===== src/rtl/cla_adder_pipe.sv =====
// Pipelined carry-lookahead adder/subtractor with valid/ready on both sides.
// The carry chain is split into STAGES register slices; each slice resolves WIDTH/STAGES result bits.
module cla_adder_pipe #(
  parameter int WIDTH  = 32,
  parameter int GROUP  = 4,
  parameter int STAGES = 2
) (
  input  logic             clk,
  input  logic             rst_n,
  input  logic             in_valid,
  output logic             in_ready,
  input  logic [WIDTH-1:0] a,
  input  logic [WIDTH-1:0] b,
  input  logic             cin,
  input  logic             sub,
  output logic             out_valid,
  input  logic             out_ready,
  output logic [WIDTH-1:0] sum,
  output logic             cout,
  output logic             ovf,
  output logic             zero
);
  localparam int NGRP = WIDTH / GROUP;
  localparam int GPS  = NGRP / STAGES;
  localparam int SW   = GPS * GROUP;

  // Carries c[0..GROUP] of one group, each a flat OR of generate/propagate products.
  function automatic logic [GROUP:0] group_carries(input logic [GROUP-1:0] ga,
                                                   input logic [GROUP-1:0] gb,
                                                   input logic             c0);
    logic [GROUP-1:0] g;
    logic [GROUP-1:0] p;
    logic [GROUP:0]   c;
    logic             term;
    g    = ga & gb;
    p    = ga ^ gb;
    c    = {(GROUP+1){1'b0}};
    c[0] = c0;
    for (int i = 0; i < GROUP; i++) begin
      term = c0;
      for (int j = 0; j <= i; j++) term = term & p[j];
      c[i+1] = term;
      for (int j = 0; j <= i; j++) begin
        term = g[j];
        for (int m = j + 1; m <= i; m++) term = term & p[m];
        c[i+1] = c[i+1] | term;
      end
    end
    return c;
  endfunction

  logic [STAGES-1:0] valid_q;
  logic [WIDTH-1:0]  a_q     [STAGES];
  logic [WIDTH-1:0]  b_q     [STAGES];
  logic [WIDTH-1:0]  sum_q   [STAGES];
  logic [STAGES-1:0] carry_q;
  logic              ovf_q;
  logic              zero_q;

  logic [WIDTH-1:0]  a_d     [STAGES];
  logic [WIDTH-1:0]  b_d     [STAGES];
  logic [WIDTH-1:0]  sum_d   [STAGES];
  logic [STAGES-1:0] carry_d;
  logic              ovf_d;
  logic              zero_d;

  logic [STAGES-1:0] adv_s;
  logic [STAGES-1:0] en_s;
  logic [STAGES-1:0] src_v_s;

  // Each slice works on what the slice below registered; slice 0 works on the live operands.
  always_comb begin : p_slices
    logic [WIDTH-1:0] sa;
    logic [WIDTH-1:0] sb;
    logic [WIDTH-1:0] ss;
    logic             sc;
    logic             cmsb;
    logic [GROUP:0]   gc;
    int               base;
    int               prv;
    sa   = {WIDTH{1'b0}};
    sb   = {WIDTH{1'b0}};
    ss   = {WIDTH{1'b0}};
    sc   = 1'b0;
    cmsb = 1'b0;
    gc   = {(GROUP+1){1'b0}};
    base = 0;
    prv  = 0;
    for (int k = 0; k < STAGES; k++) begin
      prv = (k == 0) ? 0 : k - 1;
      if (k == 0) begin
        sa = a;
        sb = b ^ {WIDTH{sub}};
        ss = {WIDTH{1'b0}};
        sc = sub | cin;
      end else begin
        sa = a_q[prv];
        sb = b_q[prv];
        ss = sum_q[prv];
        sc = carry_q[prv];
      end
      cmsb = 1'b0;
      for (int gi = 0; gi < GPS; gi++) begin
        base = k * SW + gi * GROUP;
        gc   = group_carries(sa[base +: GROUP], sb[base +: GROUP], sc);
        ss[base +: GROUP] = sa[base +: GROUP] ^ sb[base +: GROUP] ^ gc[GROUP-1:0];
        cmsb = (base + GROUP == WIDTH) ? gc[GROUP-1] : cmsb;
        sc   = gc[GROUP];
      end
      a_d[k]     = sa;
      b_d[k]     = sb;
      sum_d[k]   = ss;
      carry_d[k] = sc;
    end
    // Locals now hold the last slice, i.e. the complete result.
    ovf_d  = cmsb ^ sc;
    zero_d = ~|ss;
  end

  // Backpressure resolved from the output end down, so a full pipe still accepts while draining.
  always_comb begin : p_flow
    int nxt;
    int prv;
    adv_s   = {STAGES{1'b0}};
    en_s    = {STAGES{1'b0}};
    src_v_s = {STAGES{1'b0}};
    nxt     = 0;
    prv     = 0;
    for (int k = STAGES - 1; k >= 0; k--) begin
      nxt = (k == STAGES - 1) ? k : k + 1;
      prv = (k == 0) ? k : k - 1;
      if (k == STAGES - 1) begin
        adv_s[k] = valid_q[k] & out_ready;
      end else begin
        adv_s[k] = valid_q[k] & (~valid_q[nxt] | adv_s[nxt]);
      end
      en_s[k]    = ~valid_q[k] | adv_s[k];
      src_v_s[k] = (k == 0) ? in_valid : valid_q[prv];
    end
  end

  // Slice registers load whenever the slice is empty or its contents move on.
  always_ff @(posedge clk or negedge rst_n) begin
    if (!rst_n) begin
      valid_q <= {STAGES{1'b0}};
      carry_q <= {STAGES{1'b0}};
      ovf_q   <= 1'b0;
      zero_q  <= 1'b0;
      for (int k = 0; k < STAGES; k++) begin
        a_q[k]   <= {WIDTH{1'b0}};
        b_q[k]   <= {WIDTH{1'b0}};
        sum_q[k] <= {WIDTH{1'b0}};
      end
    end else begin
      for (int k = 0; k < STAGES; k++) begin
        if (en_s[k]) begin
          valid_q[k] <= src_v_s[k];
          if (src_v_s[k]) begin
            a_q[k]     <= a_d[k];
            b_q[k]     <= b_d[k];
            sum_q[k]   <= sum_d[k];
            carry_q[k] <= carry_d[k];
          end
        end
      end
      if (en_s[STAGES-1] && src_v_s[STAGES-1]) begin
        ovf_q  <= ovf_d;
        zero_q <= zero_d;
      end
    end
  end

  assign in_ready  = en_s[0];
  assign out_valid = valid_q[STAGES-1];
  assign sum       = sum_q[STAGES-1];
  assign cout      = carry_q[STAGES-1];
  assign ovf       = ovf_q;
  assign zero      = zero_q;

endmodule

===== config.mk =====
export PLATFORM = sky130hd
export DESIGN_NAME = cla_adder_pipe
export DESIGN_NICKNAME = d
export VERILOG_FILES = /design/src/rtl/cla_adder_pipe.sv
export SDC_FILE = /design/constraint.sdc
export NUM_CORES = 1
export LEC_CHECK = 0
export BUFFER_PORTS_ARGS = -buffer_cell sky130_fd_sc_hd__clkbuf_2
export CORE_MARGIN = 10
export CORE_UTILIZATION = 30
export CTS_BUF_LIST = sky130_fd_sc_hd__clkbuf_2
export CTS_CLUSTER_DIAMETER = 120
export CTS_CLUSTER_SIZE = 16
export DETAILED_ROUTE_END_ITERATION = 10
export GPL_TIMING_DRIVEN = 0
export MAX_ROUTING_LAYER = met4
export PLACE_DENSITY = 0.49
export RECOVER_POWER = 50
export SLEW_MARGIN = 25
export SYNTH_ARGS = -nofsm -noshare
export SYNTH_HDL_FRONTEND = slang
export SYNTH_SLANG_ARGS = --single-unit

===== constraint.sdc =====
create_clock -name clk -period 7.86 [get_ports clk]
set_clock_uncertainty 0.05 [all_clocks]
set_input_delay 0.393 -clock clk [delete_from_list [all_inputs] [get_ports clk]]
set_output_delay 0.393 -clock clk [all_outputs]
set_load 0.005 [all_outputs]

### Word level (Yosys, flattened, before mapping)

Cells that the tools add are included.

| cells by class | value |
|---|---|
| $add $sub $neg | 0 |
| multipliers | 0 |
| divide/modulo/power cells | 0 |
| $lt $le $gt $ge | 0 |
| eq/ne operators | 0 |
| shift operators | 0 |
| mux-type cells | 0 |
| bitwise logic cells | 193 |
| reductions and logical operators | 5 |

Operators with widths:

| kind | number |
|---|---|
| $or A1 B1 Y1 | 83 |
| $and A1 B1 Y1 | 82 |
| $xor A4 B4 Y4 | 16 |
| $and A4 B4 Y4 | 8 |
| $reduce_or A32 Y1 | 1 |
| $xor A32 B32 Y32 | 1 |
| $reduce_and A2 Y1 | 2 |
| $not A1 Y1 | 2 |
| $logic_and A1 B1 Y1 | 1 |
| $logic_not A1 Y1 | 1 |
| $xor A1 B1 Y1 | 1 |

| word-level totals | value |
|---|---|
| bits in registers | 118 |
| latch bits | 0 |
| bits in writable memories | 0 |
| memory bits (read-only) | 0 |
| input bits | 70 |
| output and inout port bits | 37 |
| logic and storage cells | 208 |
| memories | 0 |

### Logic depth before layout (Yosys ltp)

| depth | value |
|---|---|
| depth in word-level cells | 34 |
| gate-level depth with buffers | 25 |

### Worst setup path after synthesis

No wires, ideal clock.

| timing path | value |
|---|---|
| path kind | input to register |
| start point | input sub |
| end point | register carry_q[0] |
| library setup time | 131 ps |
| arrival | 4644 ps |
| required time | 7679 ps |
| path slack | 3035 ps |
| stages on the path | 25 |
| buffers on the path | 2 |
| cell sequence | clkbuf_1 buf_2 xor2_1 ha_1 ha_1 o21a_1 o21ai_0 nand2b_1 a21o_1 ha_1 o21a_1 o21ai_0 nand2b_1 a21o_1 ha_1 o21a_1 o21ai_0 nand2b_1 a21o_1 ha_1 o21ai_0 nand2b_1 a21o_1 a211oi_1 a21oi_1 |

| between the ends | value |
|---|---|
| longest elaborated chain between the ends | 34 |
| elaborated cells between the ends (all ways) | 66 |
| classes of those cells | 66 x bitwise |

RTL lines:

| what | line | text |
|---|---|---|
| start, declared | 15 | `input logic sub,` |
| $xor A32 B32 Y32 | 93 | `sb = b ^ {WIDTH{sub}};` |
| $xor A4 B4 Y4 | 36 | `p = ga ^ gb;` |
| $and A1 B1 Y1 (4 in series) | 41 | `for (int j = 0; j <= i; j++) term = term & p[j];` |
| $or A1 B1 Y1 (4 in series) | 46 | `c[i+1] = c[i+1] \| term;` |
| $and A1 B1 Y1 (4 in series) | 41 |  |
| $or A1 B1 Y1 (4 in series) | 46 |  |
| $and A1 B1 Y1 (4 in series) | 41 |  |
| $or A1 B1 Y1 (4 in series) | 46 |  |
| $and A1 B1 Y1 (4 in series) | 41 |  |
| $or A1 B1 Y1 (3 in series) | 46 |  |
| $or A1 B1 Y1 (*) | 46 |  |
| end signal, assigned | 146 | `carry_q <= {STAGES{1'b0}};` |
| end signal, assigned by index | 162 | `carry_q[k] <= carry_d[k];` |
| end, declared | 56 | `logic [STAGES-1:0] carry_q;` |

Mark *: on every way between the ends. The rest lies on a longest branch, timed or not.
A chain may end at the register's enable or synchronous reset.

### Worst setup path in the final report

Ends and elaborated chain as after synthesis.

==> flow_summary.toml <==
[floorplan]
die_w_um = 145
dieArea_um2 = 21000
rows = 45
die_h_um = 145
io_pins = 107
start_util = 0.307
core_area_um2 = 15300

[synth]
synth-warning-count = 0
synth_flop_cell = "dfrtp_1"
syn_nets = 531
synthArstFlopShare = 1.00
synth_seq_area_share = 0.460
synth-edff-count = 0
synth_area_leader_cell = "dfrtp_1"
synth_area_leaders = "dfrtp_1 46%, ha_1 11%, mux2_2 9.4%, xnor2_1 5.4%, o21ai_0 4.9%"
netlist_area_um2 = 4680
ys_ff_latch = 86
synth_top_area_frac = 0.460
synth_cell_type_count = 34
syn_area_per_cell_um2 = 11.3
syn-instance-count = 413

[timing]
tightestPinTransition_ns = 4.60
setup_viol = 0
fin_crit_ns = 4.91
worst_slew_margin_rel = -2.07
max_freq_mhz = 204
setup_tns_ns = 0
hold_viol = 0
whs_ns = 0.142
final-max-slew-violation-count = 87
post-route-period-util = 0.625
rsz0062_at_grt = "no"
setup_ws_ns = 2.95

[layout]
final_nets = 683
area_growth_pct = 28.0
layout-drive-gt1-share = 0.281
register_area_um2 = 2150
finalCoreUtilization = 0.392
multi_input_area_um2 = 2400
fillers = 1556

[outcome]
violations = "capacitance limit, slew limit"
status = "complete, but fails checks"

[critical_path]
path_buf_inv = 2
slowest_stage = "buf_1"
rr_endpoint = "zero$_DFFE_PN0P_"
crit_start = "sub"
crit_family = "compound AO/OA/AOI/OAI gates"
ff2ff_setup_slack_ns = 3.10
setup.worst_path.class = "primary input to register"
crit_fanout = 10
start_kind = "primary input"
cp.arrival_ns = 5.35
path_cells = "clkbuf_1, buf_1, xor2_1, ha_1, o21a_1, o21ai_0, nand2b_1, a21o_1, ha_1, o21a_1, o21ai_0, nand2b_1, a21o_1, ha_1, o21a_1, o21ai_0, nand2b_1, a21o_1, ha_1, o21ai_0, nand2b_1, a21o_1, a211oi_1, a21oi_1"
cp.required_ns = 8.30
rr_worst_depth = 19
r2r_start = "p_slices.sb[16]$_DFFE_PN0P_"
end_kind = "register"
slowest_delay_ns = 0.68

[worst_hold_path]
hold_path_depth = 4
min-delay-start = "a[15]"
holdPathEnd = "carry_q[0]$_DFFE_PN0P_"
hold_class = "primary input to register"

[placement]
pre_cts_ws_ns = 2.21
portBuffers = 105
dp_hpwl_mm = 9.64
place_congestion = 0.752

[clock_tree]
post_cts_buffers = 0
ctsResizeCount = 0
path_clk_slew_ns = 0.25
cts-root-buf = "clkbuf_2"
worstSkewPairLatency_ns = 0.58
cts_tree = "done"
htree_levels = 3
cts_buffers = 9
cts.sinks = 86
clock_path_buffers = 2

[power_and_ir_drop]
ir_drop_mv = 0.0841
p_leak_nw = 2.86
finalPower_mw = 1.47
p_per_area_nw_per_um2 = 246

[grt]
grt_pass1_wl_mm = 19.4
grt_max_degree = 87
grt_pass1_vias = 3775
grt-ovfl-total = 0
gr-usage-all-layers = 0.124
grt_antenna_before_repair = 1

[routing]
drt-pass1-iter-count = 5
dr.first_iter.drc_count = 114
postRouteAntennaNets = 0
vias = 3443
drc = 0
drt-total-wl_mm = 12.1
viasPerCell = 4.40
routedWlPerCell_um = 15.5

[run]
maxCapViolCount = 1
[how the worst max path moves through the flow]
stage                                            end  slack (ns)  depth (start not counted)
after floorplan               carry_q[0]$_DFFE_PN0P_        3.03                         25
after global routing      p_slices.ss[5]$_DFFE_PN0P_        2.40                          2
final                         carry_q[0]$_DFFE_PN0P_        2.95                         24
after CTS                     carry_q[0]$_DFFE_PN0P_        2.92                         24
after detailed placement      carry_q[0]$_DFFE_PN0P_        2.21                         24
after global placement        carry_q[0]$_DFFE_PN0P_        2.29                         24
[state kept, by name (all words and copies together) (netlist names)]
name,count
zero,1
carry_q,2
ovf,1
p_slices.sb,16
valid_q,2
p_slices.ss,16
p_slices.sa,16
sum,32
[final cells by class]
cell class / count / area share
multi-input combinational: 295 / 0.401
buffer: 16 / 0.0109
clock buffer: 9 / 0.00752
timing repair buffer: 141 / 0.146
sequential: 86 / 0.359
inverter: 16 / 0.0100
antenna: 1 / 0.000418
clock inverter: 7 / 0.0211
tap: 211 / 0.0441
[cell usage after synthesis, types with 2 or more instances]
| master | count |
|---|---|
| dfrtp_1 | 86 |
| nand2_1 | 51 |
| o21ai_0 | 46 |
| ha_1 | 40 |
| mux2_2 | 39 |
| xnor2_1 | 29 |
| xor2_1 | 22 |
| inv_1 | 16 |
| clkbuf_1 | 11 |
| fa_1 | 8 |
| a21o_1 | 7 |
| nand2b_1 | 7 |
| nor2_1 | 6 |
| o21a_1 | 6 |
| a21oi_1 | 5 |
| buf_2 | 4 |
| nor4_2 | 4 |
| or3_1 | 4 |
| o211ai_1 | 3 |
| a211oi_1 | 2 |
| nand3b_1 | 2 |
| o211a_1 | 2 |
| or2_2 | 2 |
[cell families after synthesis]
| kind of cell | count (synthesis) | synth area share |
|---|---|---|
| compound gates | 73 | 0.0912 |
| xor+xnor | 51 | 0.0955 |
| fa+ha+maj | 48 | 0.141 |
| buf+inv | 32 | 0.0267 |
| flops | 86 | 0.460 |
| mux | 40 | 0.0960 |
| simple gates | 83 | 0.0893 |
[placed cells by master (no fill, tap or decap), drive strengths merged, types with 7 or more instances in the layout]
master	Yosys	layout
a21o	7	7
clkbuf	11	125
dfrtp	86	86
dlygate4sd3	0	36
fa	8	8
ha	40	40
inv	16	19
mux2	39	39
nand2	51	51
nand2b	7	7
o21ai	46	46
xnor2	29	29
xor2	22	22
[routing by layer]
| layer | wire length, um | track usage | up-vias |
|---|---|---|---|
| met1 | 5340 | 0.148 | 1659 |
| met5 | 0 | - | - |
| met2 | 5970 | 0.199 | 64 |
| met4 | 178 | 0.0505 | 0 |
| met3 | 595 | 0.0284 | 11 |
| li1 | - | - | 1709 |
[what timing repair did]
action | CTS | global route
hold buffers | 36 | 0
endpoints found under the setup margin | 0 | 0
hold endpoints to repair | 120 | 0
[power by group]
group,internal [mW],switching [mW]
Combinational,0.257,0.257
Sequential,0.567,0.0868
Clock,0.141,0.165
[metrics by stage]
stage                     instances  cell area [um^2]
after CTS                       781              6010
after global placement          729              5470
after floorplan                 413              4680
after detailed placement        729              5480
final                           782              5990
after global routing            782              5990
[worst reg2reg max path, stage by stage (launching register included)]
cell and delay [ns]:
dfrtp_1 0.45, ha_1 0.30, ha_1 0.19, o211ai_1 0.17, nand2_1 0.11, a21o_1 0.22
ha_1 0.19, o211ai_1 0.18, nand2_1 0.14, a21o_1 0.23, ha_1 0.20, o211ai_1 0.22
nand3b_1 0.15, a21o_1 0.24, fa_1 0.47, nor4b_1 0.26, nand2_1 0.08, or4_1 0.43
nor4b_2 0.28, a22o_1 0.15
No activity file was read; power rests on OpenSTA's default activity.
